<file path="src/rtl/bcd_pkg.sv">
// Shared definitions for the BCD/binary converters: FSM state encoding and
// BCD digit constants.
package bcd_pkg;

  typedef enum logic [1:0] {
    ST_IDLE  = 2'd0,
    ST_SHIFT = 2'd1,
    ST_DONE  = 2'd2
  } bcd_state_t;

  localparam int BCD_DIGIT_W   = 4;
  localparam int BCD_MAX_DIGIT = 9;

endpackage

</file>
<file path="src/rtl/bcd2bin_digit.sv">
// Reverse double-dabble digit correction: a digit that reached 8 or more after
// a right shift is pulled back by 3.
module bcd2bin_digit
  import bcd_pkg::*;
(
  input  logic [BCD_DIGIT_W-1:0] d,
  output logic [BCD_DIGIT_W-1:0] q
);

  // Combinational digit correction
  always_comb begin
    if (d >= 4'd8) begin
      q = d - 4'd3;
    end else begin
      q = d;
    end
  end

endmodule

</file>
<file path="src/rtl/bcd2bin_multidigit.sv">
// Sequential packed-BCD to binary converter (reverse double-dabble, one bit per cycle).
// Optional input digit validity flag: define BCD2BIN_DIGIT_CHECK_EN.
module bcd2bin_multidigit
  import bcd_pkg::*;
#(
  parameter int N_DIGITS = 3,
  parameter int N_BITS   = 8
) (
  input  logic                          clk,
  input  logic                          rst,
  input  logic                          load,
  input  logic [N_DIGITS*BCD_DIGIT_W-1:0] bcd,
  output logic [N_BITS-1:0]             bin,
  output logic                          ready,
  output logic                          busy,
`ifdef BCD2BIN_DIGIT_CHECK_EN
  output logic                          digit_err,
`endif
  output logic                          overflow
);

  localparam int BCD_W = N_DIGITS * BCD_DIGIT_W;
  localparam int CNT_W = $clog2(N_BITS + 1);
  localparam logic [CNT_W-1:0] CNT_LAST = CNT_W'(N_BITS - 1);

  bcd_state_t        state_r, state_s;
  logic [BCD_W-1:0]  bcd_r, bcd_s;
  logic [N_BITS-1:0] bin_r, bin_s;
  logic [CNT_W-1:0]  cnt_r, cnt_s;
  logic [N_BITS-1:0] bin_out_r, bin_out_s;
  logic              ready_r, ready_s;
  logic              busy_r, busy_s;
  logic              ovf_r, ovf_s;

  logic [BCD_W-1:0]  shr_bcd_s;
  logic [BCD_W-1:0]  corr_bcd_s;
  logic [N_BITS-1:0] shr_bin_s;

  // The whole {bcd_r, bin_r} register moves right by one; the bit leaving
  // bcd_r enters the top of bin_r.
  assign shr_bcd_s = {1'b0, bcd_r[BCD_W-1:1]};
  assign shr_bin_s = {bcd_r[0], bin_r[N_BITS-1:1]};

  for (genvar i = 0; i < N_DIGITS; i++) begin : g_digit
    bcd2bin_digit u_digit (
      .d (shr_bcd_s[i*BCD_DIGIT_W +: BCD_DIGIT_W]),
      .q (corr_bcd_s[i*BCD_DIGIT_W +: BCD_DIGIT_W])
    );
  end

`ifdef BCD2BIN_DIGIT_CHECK_EN
  logic err_r, err_s;
  logic bad_digit_s;

  // Flags any operand digit outside 0..9
  always_comb begin
    bad_digit_s = 1'b0;
    for (int i = 0; i < N_DIGITS; i++) begin
      if (bcd[i*BCD_DIGIT_W +: BCD_DIGIT_W] > BCD_DIGIT_W'(BCD_MAX_DIGIT)) begin
        bad_digit_s = 1'b1;
      end else begin
        bad_digit_s = bad_digit_s;
      end
    end
  end
`endif

  // Next-state and next-register computation
  always_comb begin
    state_s   = state_r;
    bcd_s     = bcd_r;
    bin_s     = bin_r;
    cnt_s     = cnt_r;
    bin_out_s = bin_out_r;
    ovf_s     = ovf_r;
    ready_s   = 1'b0;
`ifdef BCD2BIN_DIGIT_CHECK_EN
    err_s     = err_r;
`endif
    case (state_r)
      ST_IDLE: begin
        if (load) begin
          bcd_s   = bcd;
          bin_s   = '0;
          cnt_s   = '0;
          state_s = ST_SHIFT;
`ifdef BCD2BIN_DIGIT_CHECK_EN
          err_s   = bad_digit_s;
`endif
        end else begin
          state_s = ST_IDLE;
        end
      end
      ST_SHIFT: begin
        bcd_s = corr_bcd_s;
        bin_s = shr_bin_s;
        cnt_s = cnt_r + CNT_W'(1);
        if (cnt_r == CNT_LAST) begin
          state_s = ST_DONE;
        end else begin
          state_s = ST_SHIFT;
        end
      end
      ST_DONE: begin
        // A nonzero residual means the decimal value does not fit in N_BITS.
        bin_out_s = bin_r;
        ovf_s     = (bcd_r != '0);
        ready_s   = 1'b1;
        state_s   = ST_IDLE;
      end
      default: begin
        state_s = ST_IDLE;
      end
    endcase
    busy_s = (state_s != ST_IDLE);
  end

  // State, datapath and registered outputs
  always_ff @(posedge clk or posedge rst) begin
    if (rst) begin
      state_r   <= ST_IDLE;
      bcd_r     <= '0;
      bin_r     <= '0;
      cnt_r     <= '0;
      bin_out_r <= '0;
      ready_r   <= 1'b0;
      busy_r    <= 1'b0;
      ovf_r     <= 1'b0;
    end else begin
      state_r   <= state_s;
      bcd_r     <= bcd_s;
      bin_r     <= bin_s;
      cnt_r     <= cnt_s;
      bin_out_r <= bin_out_s;
      ready_r   <= ready_s;
      busy_r    <= busy_s;
      ovf_r     <= ovf_s;
    end
  end

`ifdef BCD2BIN_DIGIT_CHECK_EN
  // Digit error flag register
  always_ff @(posedge clk or posedge rst) begin
    if (rst) begin
      err_r <= 1'b0;
    end else begin
      err_r <= err_s;
    end
  end

  assign digit_err = err_r;
`endif

  assign bin      = bin_out_r;
  assign ready    = ready_r;
  assign busy     = busy_r;
  assign overflow = ovf_r;

endmodule
</file>
<file path="config.mk">
export PLATFORM = sky130hd
export DESIGN_NAME = bcd2bin_multidigit
export DESIGN_NICKNAME = d
export VERILOG_FILES = /design/src/rtl/bcd_pkg.sv /design/src/rtl/bcd2bin_digit.sv /design/src/rtl/bcd2bin_multidigit.sv
export SDC_FILE = /design/constraint.sdc
export NUM_CORES = 1
export LEC_CHECK = 0
export CAP_MARGIN = 25
export CORE_ASPECT_RATIO = 0.8
export CORE_MARGIN = 3
export CORE_UTILIZATION = 57
export CTS_CLUSTER_DIAMETER = 200
export CTS_CLUSTER_SIZE = 20
export DETAILED_ROUTE_END_ITERATION = 12
export PLACE_DENSITY_LB_ADDON = 0.12
export SKIP_LAST_GASP = 1
export SYNTH_ARGS = -nofsm -noshare
export SYNTH_HDL_FRONTEND = slang
export SYNTH_SLANG_ARGS = --single-unit
export TNS_END_PERCENT = 5
</file>
<file path="constraint.sdc">
create_clock -name clk -period 1.7 [get_ports clk]
set_input_delay 0.17 -clock clk [delete_from_list [all_inputs] [get_ports clk]]
set_output_delay 0.17 -clock clk [all_outputs]
set_load 0.005 [all_outputs]
</file>
Word level (Yosys, flattened, before mapping). Index checks and enable logic that the tools add are counted.

Equal/unequal tests: 4. Order comparisons: 3. Reduce and logical (&&, ||, !) cells: 5. Multiplexer cells: 13. Add/sub/neg operators: 4.

Operators with widths (number): 12-bit one-hot mux with 2 select lines (1); 4-bit 2-to-1 mux (4); 8-bit one-hot mux with 2 select lines (1); 12-bit 2-to-1 mux (1); 12-bit nonzero test (1); 4-bit greater-or-equal comparator (second input constant) (2); 8-bit 2-to-1 mux (1); 4-bit one-hot mux with 2 select lines (1); 4-bit by 2-bit subtractor with 4-bit output (second input constant) (2); 4-bit by 1-bit adder with 4-bit output (second input constant) (1); 4-bit by 3-bit equality test with 1-bit output (second input constant) (1); 3-bit by 4-bit greater-or-equal comparator with 1-bit output (second input constant) (1); 2-bit one-hot mux with 2 select lines (1); 2-bit nonzero test (2); 3-bit by 2-bit subtractor with 4-bit output (second input constant) (1); 2-bit by 1-bit equality test with 1-bit output (second input constant) (1); 2-bit equality test (second input constant) (1); 2-bit zero test (1); 1-bit 2-to-1 mux (2); 2-bit 2-to-1 mux (1); 2-bit != test (second input constant) (1); 2-bit AND reduction (1).

Word-level logic and storage cells: 37. Register bits after elaboration: 37. Output and inout bits: 11. Bits of input ports: 15.

Logic depth before layout (Yosys ltp). Gate-level depths: netlist (run 1).

Word-level depth: 4. Gate-level depth with buffers: 5. Gate-level depth less buffers: 5.

Modules after synthesis. From an unflattened synthesis (run 1), not the netlist that was laid out.

Cells, all modules: 160. Area total of the unflattened synthesis: 1740.4 sq um.

By module, submodules not included: bcd2bin_multidigit (cells each 127, instances 1, seq. area each 925.9 sq um, area each 1511.4 sq um); bcd2bin_digit (cells each 11, instances 3, seq. area each 0.0 sq um, area each 76.3 sq um).

Worst setup path after synthesis (run 1). OpenSTA, ideal clock, no wires.

Path type: register to register. Start point: reg state_r[0]. End point: reg bcd_r[1]. Arrival: 1.006 ns. Path slack: 0.569 ns. Stages on the path, launching flop included: 5. Clock period less this slack: 1.131 ns. Library setup time: 0.125 ns. Buffers on the path: 1. Data required time: 1.575 ns. Cells stage by stage: dfrtp_1 -> o21bai_2 -> buf_6 -> o21bai_1 -> o22ai_2.

Longest elaborated chain between the ends: 3. Elaborated cells between the ends (all ways): 6. Those cells by class: eq/ne (2); mux (1); reduce/logical (3).

RTL lines: from (decl) (RTL line bcd2bin_multidigit.sv:26) `bcd_state_t state_r, state_s;`; from (signal assigned) (RTL line bcd2bin_multidigit.sv:130) `state_r <= state_s;`; 2-bit by 1-bit equality test with 1-bit output or 2-bit zero test (tied branches) (RTL line bcd2bin_multidigit.sv:80) `case (state_r)`; 2-bit nonzero test (no source line) or 2-bit != test (tied branches); 2-bit AND reduction (no source line); to (signal assigned) (RTL line bcd2bin_multidigit.sv:131) `bcd_r <= bcd_s;`; to (decl) (RTL line bcd2bin_multidigit.sv:27) `logic [BCD_W-1:0] bcd_r, bcd_s;`.

Several ways; a longest one is shown, not always the timed one. A chain may end at the register's enable or synchronous reset.

Worst setup path after layout (run 1).
Start point: reg state_r[0]. End point: reg bcd_r[8].

Same word-level chain as after synthesis.

==> summary by stage, run 1 <==
Routing
The average via count per standard cell is 5.781. The first routing iteration left 77 violations. In the routed design, unresolved DRC markers number 0.

After detailed routing, no signal wire sits above met4. The overall via count from detail_route is 1243. The average wire per cell in the routed design is 16.48 µm. Summed over all nets, wire length on met3 after detailed routing comes to 187 µm. In this run the remaining antenna-violating nets after routing total 0. Wire segments on met2 add up to 1.739 mm in the final route. The total detailed-routing wirelength is 3.543 mm. The pre-antenna-repair detailed-routing pass consisted of 4 iterations. In the final routing, the length of wire on met1 measures 1.590 mm.

Layout
The area growth from synthesis to layout is 20.66%. 0 antenna diodes ended up in the layout. For this run, the post-layout net count is 196. In the layout the commonest cells are dfrtp_1 (37), clkdlybuf4s50_1 (25), nand2_1 (10), inv_1 (9), o21ai_1 (9). After filler insertion, the fill cell instance count of the layout stands at 189. The flip-flop and latch area is 925.9 µm².

In the final layout, the share of cells above drive strength 1 is 19.21%. The cell area after layout is 2141 µm². The area of the multi-input gates is 729.5 µm². Leaving out fill and tap cells, the most frequent cell in the layout is dfrtp_1.

Synth
The sequential area share after synthesis is 52.19%. The count of flip-flops with a built-in enable after synthesis is 0. The number of different library cells used by synthesis comes to 41. Synthesis produced 146 cells. The synthesized netlist net count is 166. The number of warnings issued by yosys is 0. The average cell area after synthesis is 12.15 µm².

Counting flops with an async set or reset pin after synthesis yields a share of 100.0%. In the synthesized netlist the dominant register cell turns out to be dfrtp_1. The flip-flop and latch count after synthesis is 37.

The netlist area before placement is 1774 µm².

STA
The final-report setup violation count is 0. In the finished design, the share of the clock period the worst path needs comes to 80.38%. The worst setup skew after layout is 0.002861 ns. At the pin with the least slew margin, the transition time is 0.4491 ns.

The total count of max-transition violations in the final report is 0. The normalized max-slew margin is 70.06%. The final hold violation count came to 0. The summed negative setup slack over all endpoints is 0 ns.

Setup repair after global routing left no endpoint under its margin. Counting I/O delays and the setup requirement, the final critical path takes 1.366 ns. Derived from the worst setup path, the maximum achievable clock frequency is 731.9 MHz.

Die
The area of the die is 3822 µm². The initial core utilization is 61.79%. The die is 55.90 µm tall. The total area inside the core boundary comes to 2872 µm². The I/O pin total is 26. The horizontal extent of the die is 68.38 µm.

The placement row count is 17.

CTS
The longest clock path from root to sink contains 2 buffers. The clock-pin slew on the worst setup and hold paths is 0.07 ns. The total setup buffers inserted after CTS is 0. The post-cts hold buffer count is 0. The count of H-tree levels built during CTS is 2. The number of clock buffers added by TritonCTS is 5. The clock net sink count is 37. The quantity of gates resized following cts is 0. The clock reaches the later pin of the worst-skew pair after 0.29 ns. The clock tree root buffer cell is clkbuf_8. The clock tree from TritonCTS is done.

Placement
The total placed instance area is 2039 µm². The port buffer count is 25. At the end of routability-driven placement, the weighted congestion stood at 0.8327. The HPWL after detailed placement is 2.440 mm.

Global routing
The largest net degree at the start of global routing is 38. The number of global-route vias before repair is 1289. The number of antenna violations at the first check in global routing is 0. The total global routing overflow is 0.

The first global-routing pass estimated 6.258 mm of wire. In the global route stage, overall resource usage came out at 22.00%.

Job
The max capacitance violation total is 0.

Outcome
The flow ran to the end, and the final reports show no timing, DRC or antenna violations.

Pwr
IR analysis of the VDD net gives a maximum drop of 0.001075 V. In this run the power density over the cells is 1785 nW/µm². The post-layout total power is 3.821 mW.

Summed over all cells, the static leakage comes to 1.022 nW.

Critical path
STA classifies the critical path endpoint as a flip-flop. Traced cell by cell, the critical path runs through o21bai_2, buf_4, nand2_1, o21ai_1. In this design, the stage delay of the slowest critical-path cell is 0.45 ns. The top fanout value on the critical path is 14. The largest individual stage delay along the critical path comes from the cell dfrtp_1. The path type of the worst setup path is reg -> reg. The kind of cell adding the most delay to the critical path is compound AO/OA/AOI/OAI gates. Data on the critical path is required at its endpoint by 1.92 ns.

The kind of start point of the critical path is a flip-flop. For the worst setup path, the data arrival time is 1.59 ns. The count of buffering cells on the critical path with inverters included is 1.

Min path
The type of the worst min-delay path is in -> async.
power breakdown:
part	internal, mW	switching, mW	leakage (nW)	total, mW
registers	1.24	0.348	0.473	1.59
logic	0.866	0.690	0.494	1.56
clock network	0.366	0.308	0.0542	0.675
routing by layer:
layer	vias to the layer above	GRT usage, %
met2	33	33.52
met1	627	30.73
met4	0	4.249
met5	-	0
met3	2	7.273
li1	581	-
registers in the layout (all words and copies together), names as in the netlist:
| name | flops |
|---|---|
| bcd_r | 12 |
| bin | 8 |
| bin_r | 8 |
| cnt_r | 4 |
| state_r | 2 |
| busy | 1 |
| overflow | 1 |
| ready | 1 |
cells by family after synthesis:
logic type / Yosys count / share of synthesized area [%]
mux: 9 / 7.123
xor+xnor: 4 / 1.975
fa+ha+maj: 5 / 3.526
simple gates: 30 / 9.591
flops: 37 / 52.19
compound gates: 42 / 18.90
buf+inv: 19 / 6.699
cell usage after synthesis, drive strengths merged, types with 2 or more instances:
master,count,area share (%)
o211a,2,1.1
o21ai,9,2.5
nor2,3,0.63
a22o,8,3.9
xnor2,3,1.5
a21oi,4,1.6
a2bb2oi,2,1.7
nor4,3,1.1
o22ai,4,1.8
a22oi,3,1.3
buf,7,4.1
dfrtp,37,52
ha,5,3.5
mux2,8,6.6
nand2,11,2.5
nand2b,2,1.3
a32oi,2,0.99
nand3,3,0.85
o21bai,3,1.5
nor2b,5,2.2
inv,11,2.3
tightest hold or removal path: stages:
cell	delay [ns]
clkdlybuf4s50_1	0.40
inv_1	0.05
buf_4	0.39
final timing paths:
path	start	to	slack, ns	cells after the start
max in group asynchronous	rst	bcd_r[11]	1.09	3
hold / removal	rst	overflow	0.29	3
setup / recovery	state_r[0]	bcd_r[8]	0.33	4
min in group clk	overflow	overflow	0.49	1
hold reg to reg	overflow	overflow	0.49	1
setup reg to reg	state_r[0]	bcd_r[8]	0.33	4
final cells by class:
cell class                      instances  area share [%]
Sequential cell                        37           43.25
Multi-Input combinational cell         90           34.07
Timing Repair Buffer                   31           13.79
Clock buffer                            7           4.500
Tap cell                               38           2.221
Inverter                               11           1.929
Clock inverter                          1          0.2338
per-stage QoR:
step           setup slack [ns]  util [%]  hold WS, ns  cells
3_5_place_dp             0.1770     71.02       0.4695    207
6_report                 0.3336     74.55       0.2874    215
5_1_grt                  0.2045     74.55       0.3495    215
4_1_cts                  0.3180     74.55       0.3019    215
3_3_place_gp             0.2085     71.02       0.4636    207
2_1_floorplan            0.5688         -       0.3322    146
Note: power is estimated with default switching activity, not from simulation.
==> run 2: changes to the inputs <==
- CORE_UTILIZATION: 57 -> 53
- clock period: 1.7 -> 1.4 ns (I/O delays scaled with it)
==> summary by stage, run 2 (synthesis gave the netlist of run 1 again) <==
Outcome
The run finished with clean final reports.

Routing
The average wire per cell in the routed design is 16.16 µm (-1.9%). The overall via count from detail_route is 1234 (-0.72%). The total detailed-routing wirelength came to 3.540 mm (about the same). The average via count per standard cell is 5.635 (-2.5%). The detailed-routing iteration count for the pre-antenna-repair pass is 4 (unchanged).

The number of violations reported at the end of detailed-routing iteration 0 is 95 (+23%). The post-detailed-route count of antenna-violating nets is 0 (unchanged). The remaining design rule violation count is 0 (unchanged).

Pwr
The switching power is 1.658 mW (+23%). The combinational group share of total power is 38.9% (-1.8 points). The switching part of the total power was 33.38% (-1.8 points).

The post-layout total power was 4.966 mW (+30%). The peak supply drop came to 0.001426 V (+33%). The internal power was 3.308 mW (+34%). The leakage power is 1.051 nW (+2.9%). The power density relative to cell area is 2251 nW/µm² (+26%). The relative contribution of sequential cells to total power is 38.8% (-2.8 points). The relative contribution of the clock network to total power is 22.3% (+4.6 points).

Critical path
The worst setup path is of the reg -> out kind. The terminus of the critical flop-to-flop path is bcd_r[0]. The cell with the biggest individual delay on the critical path is clkdlybuf4s50_1. The critical path goes through clkdlybuf4s50_1.

The highest cell delay on the worst timing path is 0.51 ns (+0.06 ns). The startpoint of the lowest-slack register-to-register path is state_r[1]. The kind of cell adding the most delay to the critical path is buffers and inverters. The worst-case reg-to-reg path depth came to 3 (-1).

The kind of capture point of the worst setup path is an output port. The endpoint required time on the critical path came to 1.26 ns (-0.66 ns). The top fanout value on the critical path is 2 (-12). The minimum setup slack among reg-to-reg paths is 0.09 ns (-0.25 ns).

The arrival time of the worst setup path is 1.17 ns (-0.42 ns). The count of buffering cells on the critical path with inverters included is 1 (unchanged). In this run the worst setup path begins at bin[4]. The worst setup path is launched from a flip-flop. The cell depth of the worst setup path is 1 (-3).

Layout
The final net count was 198 (+1.0%). The library cell used most frequently in the layout, excluding fill and tap cells, is dfrtp_1. Leaving out fill and tap cells, the most frequent cells in the layout are dfrtp_1 (37), clkdlybuf4s50_1 (25), nand2_1 (10), inv_1 (9), o21ai_1 (9).

Relative to the synthesized area, the layout overhead comes to 24.33%. More flip-flops sit in one register than any other, and that register is bcd_r. The number of diodes added for antenna fixing is 0 (unchanged). The share of post-route cells with drive strength above 1 came to 20.67% (+1.5 points). The number of flip-flops in the largest register came to 12 (unchanged).

CTS
The post-cts hold buffer count came to 0 (unchanged). TritonCTS built the clock tree. The latest clock arrival within the worst-skew pair was 0.30 ns (about the same). The clock tree root buffer cell is clkbuf_8. The count of H-tree levels built during CTS is 2 (unchanged). The clock-pin slew on the worst setup and hold paths is 0.08 ns (about the same). The total clock buffers created by CTS came to 5 (unchanged).

The clock net sink count was 37 (unchanged). The buffer depth of the longest clock path came to 2 (unchanged).

Die
The area of the core is 3153 µm² (+9.8%). The placement row count is 18 (+1). The area of the die is 4082 µm² (+6.8%). The initial core utilization is 56.27% (-5.5 points).

The I/O pin total came to 26 (unchanged). The horizontal extent of the die is 70.69 µm (+3.4%). The overall die height is 57.75 µm (+3.3%).

Global routing
The total global-route track usage was 19.52% (-2.5 points). The largest net degree at the start of global routing was 38 (unchanged). The number of global-route vias before repair is 1239 (-3.9%). The first-pass GRT wire length is 6.065 mm (-3.1%). The number of antenna violations at the first check in global routing is 0 (unchanged). The total global routing overflow is 0 (unchanged).

STA
The worst hold slack after final layout is 0.1896 ns (-0.09779 ns). The total count of max-transition violations in the final report was 0 (unchanged). The worst-margin pin slew came to 0.3464 ns (-0.1027 ns). The final hold violation count is 0 (unchanged). The normalized max-slew margin is 76.69% (+6.6 points).

For this run, the top clock speed supported by timing is 761.8 MHz. The final-report setup violation count is 0 (unchanged). Dividing the final minimum period by the clock period gives 93.76%. The shortest clock period the worst path allows after layout is 1.313 ns. The worst setup skew after layout was 0.006764 ns (+0.003903 ns).

Setup repair after global routing left no endpoint under its margin.

Placement
The placer congestion estimate was 0.8049 (-3.3%). The HPWL after detailed placement is 2.441 mm (about the same). The port buffer count was 25 (unchanged).

Job
The max capacitance violation total came to 0 (unchanged).

Min path
The type of the worst min-delay path is in -> async.
-- run 2: area by class of cell --
class,instances,area [µm²]
Inverter,11,41.29
Clock inverter,3,65.06
Tap cell,40,50.05
Sequential cell,37,925.9
Timing Repair Buffer,33,322.8
Fill cell,230,947.2
Clock buffer,5,68.82
Multi-Input combinational cell,90,732.0
-- run 2: routing by layer --
metal / GRT usage [%] / share of wire [%]
met1: 27.58 / 47
met2: 27.21 / 45
met3: 5.546 / 5.7
met4: 10.72 / 2.4
met5: 0 / 0
-- run 2: worst max path at each step --
| stage | to | slack (ns) |
|---|---|---|
| 2_1_floorplan | bcd_r[1] | 0.27 |
| 3_3_place_gp | bcd_r[0] | 0.04 |
| 3_5_place_dp | bcd_r[10] | -0.02 |
| 4_1_cts | bin[1] | 0.07 |
| 5_1_grt | bcd_r[10] | 0.02 |
| 6_report | bin[4] | 0.09 |
-- run 2: what timing repair did --
item / in CTS / in global routing
gates resized for setup: 0 / 1
setup endpoints to repair: 0 / 1
hold endpoints to repair: 0 / 0
buffers inserted: 0 / 0
-- run 2: power by group through the flow --
stage / clock (mW) / sequential, mW / combinational, mW
2_1_floorplan: 0 / 1.80 / 1.51
3_3_place_gp: 0 / 1.92 / 1.86
3_5_place_dp: 0 / 1.95 / 1.92
4_1_cts: 1.13 / 1.93 / 1.94
5_1_grt: 1.18 / 2.00 / 2.13
6_report: 1.11 / 1.93 / 1.93
-- run 2: per-stage QoR --
step | cell area (µm²) | cells | utilization, % | worst slack [ns] | TNS [ns]
final | 2206 | 219 | 69.96 | 0.08731 | 0
after global routing | 2206 | 219 | 69.96 | 0.02092 | 0
after CTS | 2203 | 219 | 69.88 | 0.07171 | 0
after detailed placement | 2069 | 211 | 65.63 | -0.02009 | -0.02101
after global placement | 2069 | 211 | 65.63 | 0.04171 | 0
after floorplan | 1774 | 146 | - | 0.2688 | 0
==> run 3: changes to the inputs <==
- MAX_ROUTING_LAYER: not set -> met4
==> summary by stage, run 3 (synthesis gave the netlist of run 1 again) <==
Outcome
The run finished with clean final reports.

Critical path
The top fanout value on the critical path is 2 (unchanged). The kind of cell adding the most delay to the critical path is buffers and inverters. The endpoint required time on the critical path is 1.26 ns (about the same).

The worst setup path is launched from a flip-flop. The highest cell delay on the worst timing path is 0.51 ns (about the same). The signal on the critical path passes through clkdlybuf4s50_1. The arrival time of the worst setup path is 1.17 ns (about the same). The path type of the worst setup path is reg -> out. The worst setup path is captured at an output port. The cell with the biggest individual delay on the critical path is clkdlybuf4s50_1. The count of buffering cells on the critical path with inverters included is 1 (unchanged).

Routing
The average via count per standard cell is 5.712 (+1.4%). The post-detailed-route count of antenna-violating nets is 0 (unchanged). The overall via count from detail_route is 1251 (+1.4%).

The detailed-routing iteration count for the pre-antenna-repair pass was 4 (unchanged). The remaining design rule violation count is 0 (unchanged). The number of violations reported at the end of detailed-routing iteration 0 is 98 (+3.2%). The total detailed-routing wirelength came to 3.504 mm (-1.0%). The average wire per cell in the routed design came to 16.00 µm (-1.0%).

Die
The area of the die is 4082 µm² (unchanged). The placement row count is 18 (unchanged). The initial core utilization is 56.27% (unchanged). The overall die height is 57.75 µm (unchanged). The horizontal extent of the die is 70.69 µm (unchanged). The area of the core is 3153 µm² (unchanged). The I/O pin total is 26 (unchanged).

STA
The post-route worst setup slack is 0.08761 ns (+0.0003011 ns). The shortest clock period the worst path allows after layout was 1.312 ns (-0.0003011 ns). The normalized max-slew margin is 76.49% (-0.20 points).

The final-report setup violation count is 0 (unchanged). The total count of max-transition violations in the final report was 0 (unchanged). The worst setup skew after layout is 0.007979 ns (+0.001215 ns). The worst-margin pin slew is 0.3494 ns (+0.003000 ns). The final critical-path share of the clock period was 93.74% (about the same). The peak clock frequency supported by timing is 762.0 MHz (about the same). Setup repair after global routing left no endpoint under its margin. The final hold violation count is 0 (unchanged).

CTS
The post-cts hold buffer count came to 0 (unchanged). The buffer depth of the longest clock path is 2 (unchanged). The clock-pin slew on the worst setup and hold paths came to 0.08 ns (about the same). The total setup buffers inserted after CTS came to 0 (unchanged).

The total clock buffers created by CTS is 5 (unchanged). The clock net sink count came to 37 (unchanged). The count of H-tree levels built during CTS was 2 (unchanged).

The quantity of gates resized following cts came to 0 (unchanged). In this run the clock root is driven by a clkbuf_8. TritonCTS built the clock tree.

The latest clock arrival within the worst-skew pair is 0.30 ns (about the same).

Placement
The setup slack after placement is -0.02009 ns (unchanged). The placer congestion estimate is 0.8167 (+1.5%). The HPWL after detailed placement was 2.441 mm (unchanged). The port buffer count is 25 (unchanged).

Job
The max capacitance violation total came to 0 (unchanged).

Global routing
The number of global-route vias before repair is 1239 (unchanged). The largest net degree at the start of global routing is 38 (unchanged). The first-pass GRT wire length is 6.072 mm (+0.12%).

The total global-route track usage is 20.13% (+0.61 points). The total global routing overflow is 0 (unchanged). The number of antenna violations at the first check in global routing is 0 (unchanged).

Layout
Leaving out fill and tap cells, the most frequent cell in the layout is dfrtp_1. In the layout the commonest cells are dfrtp_1 (37), clkdlybuf4s50_1 (25), nand2_1 (10), inv_1 (9), o21ai_1 (9). The number of flip-flops in the largest register was 12 (unchanged). The flip-flop and latch area was 925.9 µm² (unchanged). The number of diodes added for antenna fixing came to 0 (unchanged). The register with the most flip-flops is bcd_r. The area of the multi-input gates is 732.0 µm² (unchanged). The number of filler instances in the final layout came to 230 (unchanged). The synthesis-to-finish area growth was 24.33% (unchanged). The final design utilization was 69.96% (unchanged). The share of post-route cells with drive strength above 1 came to 20.67% (unchanged). The final net count is 198 (unchanged).

Pwr
The leakage power was 1.051 nW (unchanged). The peak supply drop is 0.001423 V (-0.17%). The power density relative to cell area is 2247 nW/µm² (-0.17%).

Min path
In this run the worst hold path is classified as in -> async.
## run 3: layout make-up
type / count / area share (%)
Tap cell: 40 / 2.269
Sequential cell: 37 / 41.97
Multi-Input combinational cell: 90 / 33.18
Inverter: 11 / 1.872
Clock buffer: 5 / 3.120
Clock inverter: 3 / 2.950
Timing Repair Buffer: 33 / 14.63
## run 3: stage by stage
stage	setup TNS, ns	cell area, µm²	std cells	hold slack, ns	power [mW]
finish	0	2206	219	0.1896	4.957
global route	0	2206	219	0.2163	5.309
CTS	0	2203	219	0.1909	4.994
detailed placement	-0.02101	2069	211	0.4657	3.870
global placement	0	2069	211	0.4625	3.776
floorplan	0	1774	146	0.3022	3.315
## run 3: routing by layer
| metal | up-vias | global-route usage [%] | part of all wire [%] |
|---|---|---|---|
| met5 | - | - | 0 |
| met1 | 613 | 27.58 | 46 |
| met2 | 41 | 27.21 | 46 |
| met4 | 0 | 10.72 | 2.5 |
| li1 | 587 | - | - |
| met3 | 10 | 5.546 | 5.9 |
## run 3: final timing paths
check	cells past startpoint	slack, ns	start	to
worst max-delay path	1	0.09	bin[4]	bin[4]
worst min-delay path	3	0.19	rst	bin[0]
worst max register to register	3	0.11	state_r[1]	bcd_r[0]
worst min register to register	1	0.48	overflow	overflow
max in group asynchronous	3	1.02	rst	cnt_r[2]
min in group clk	1	0.48	overflow	overflow
## run 3: power breakdown
| part | switching [mW] | internal (mW) | total [mW] |
|---|---|---|---|
| sequential | 0.419 | 1.51 | 1.93 |
| combinational | 0.836 | 1.09 | 1.93 |
| clock | 0.394 | 0.708 | 1.10 |
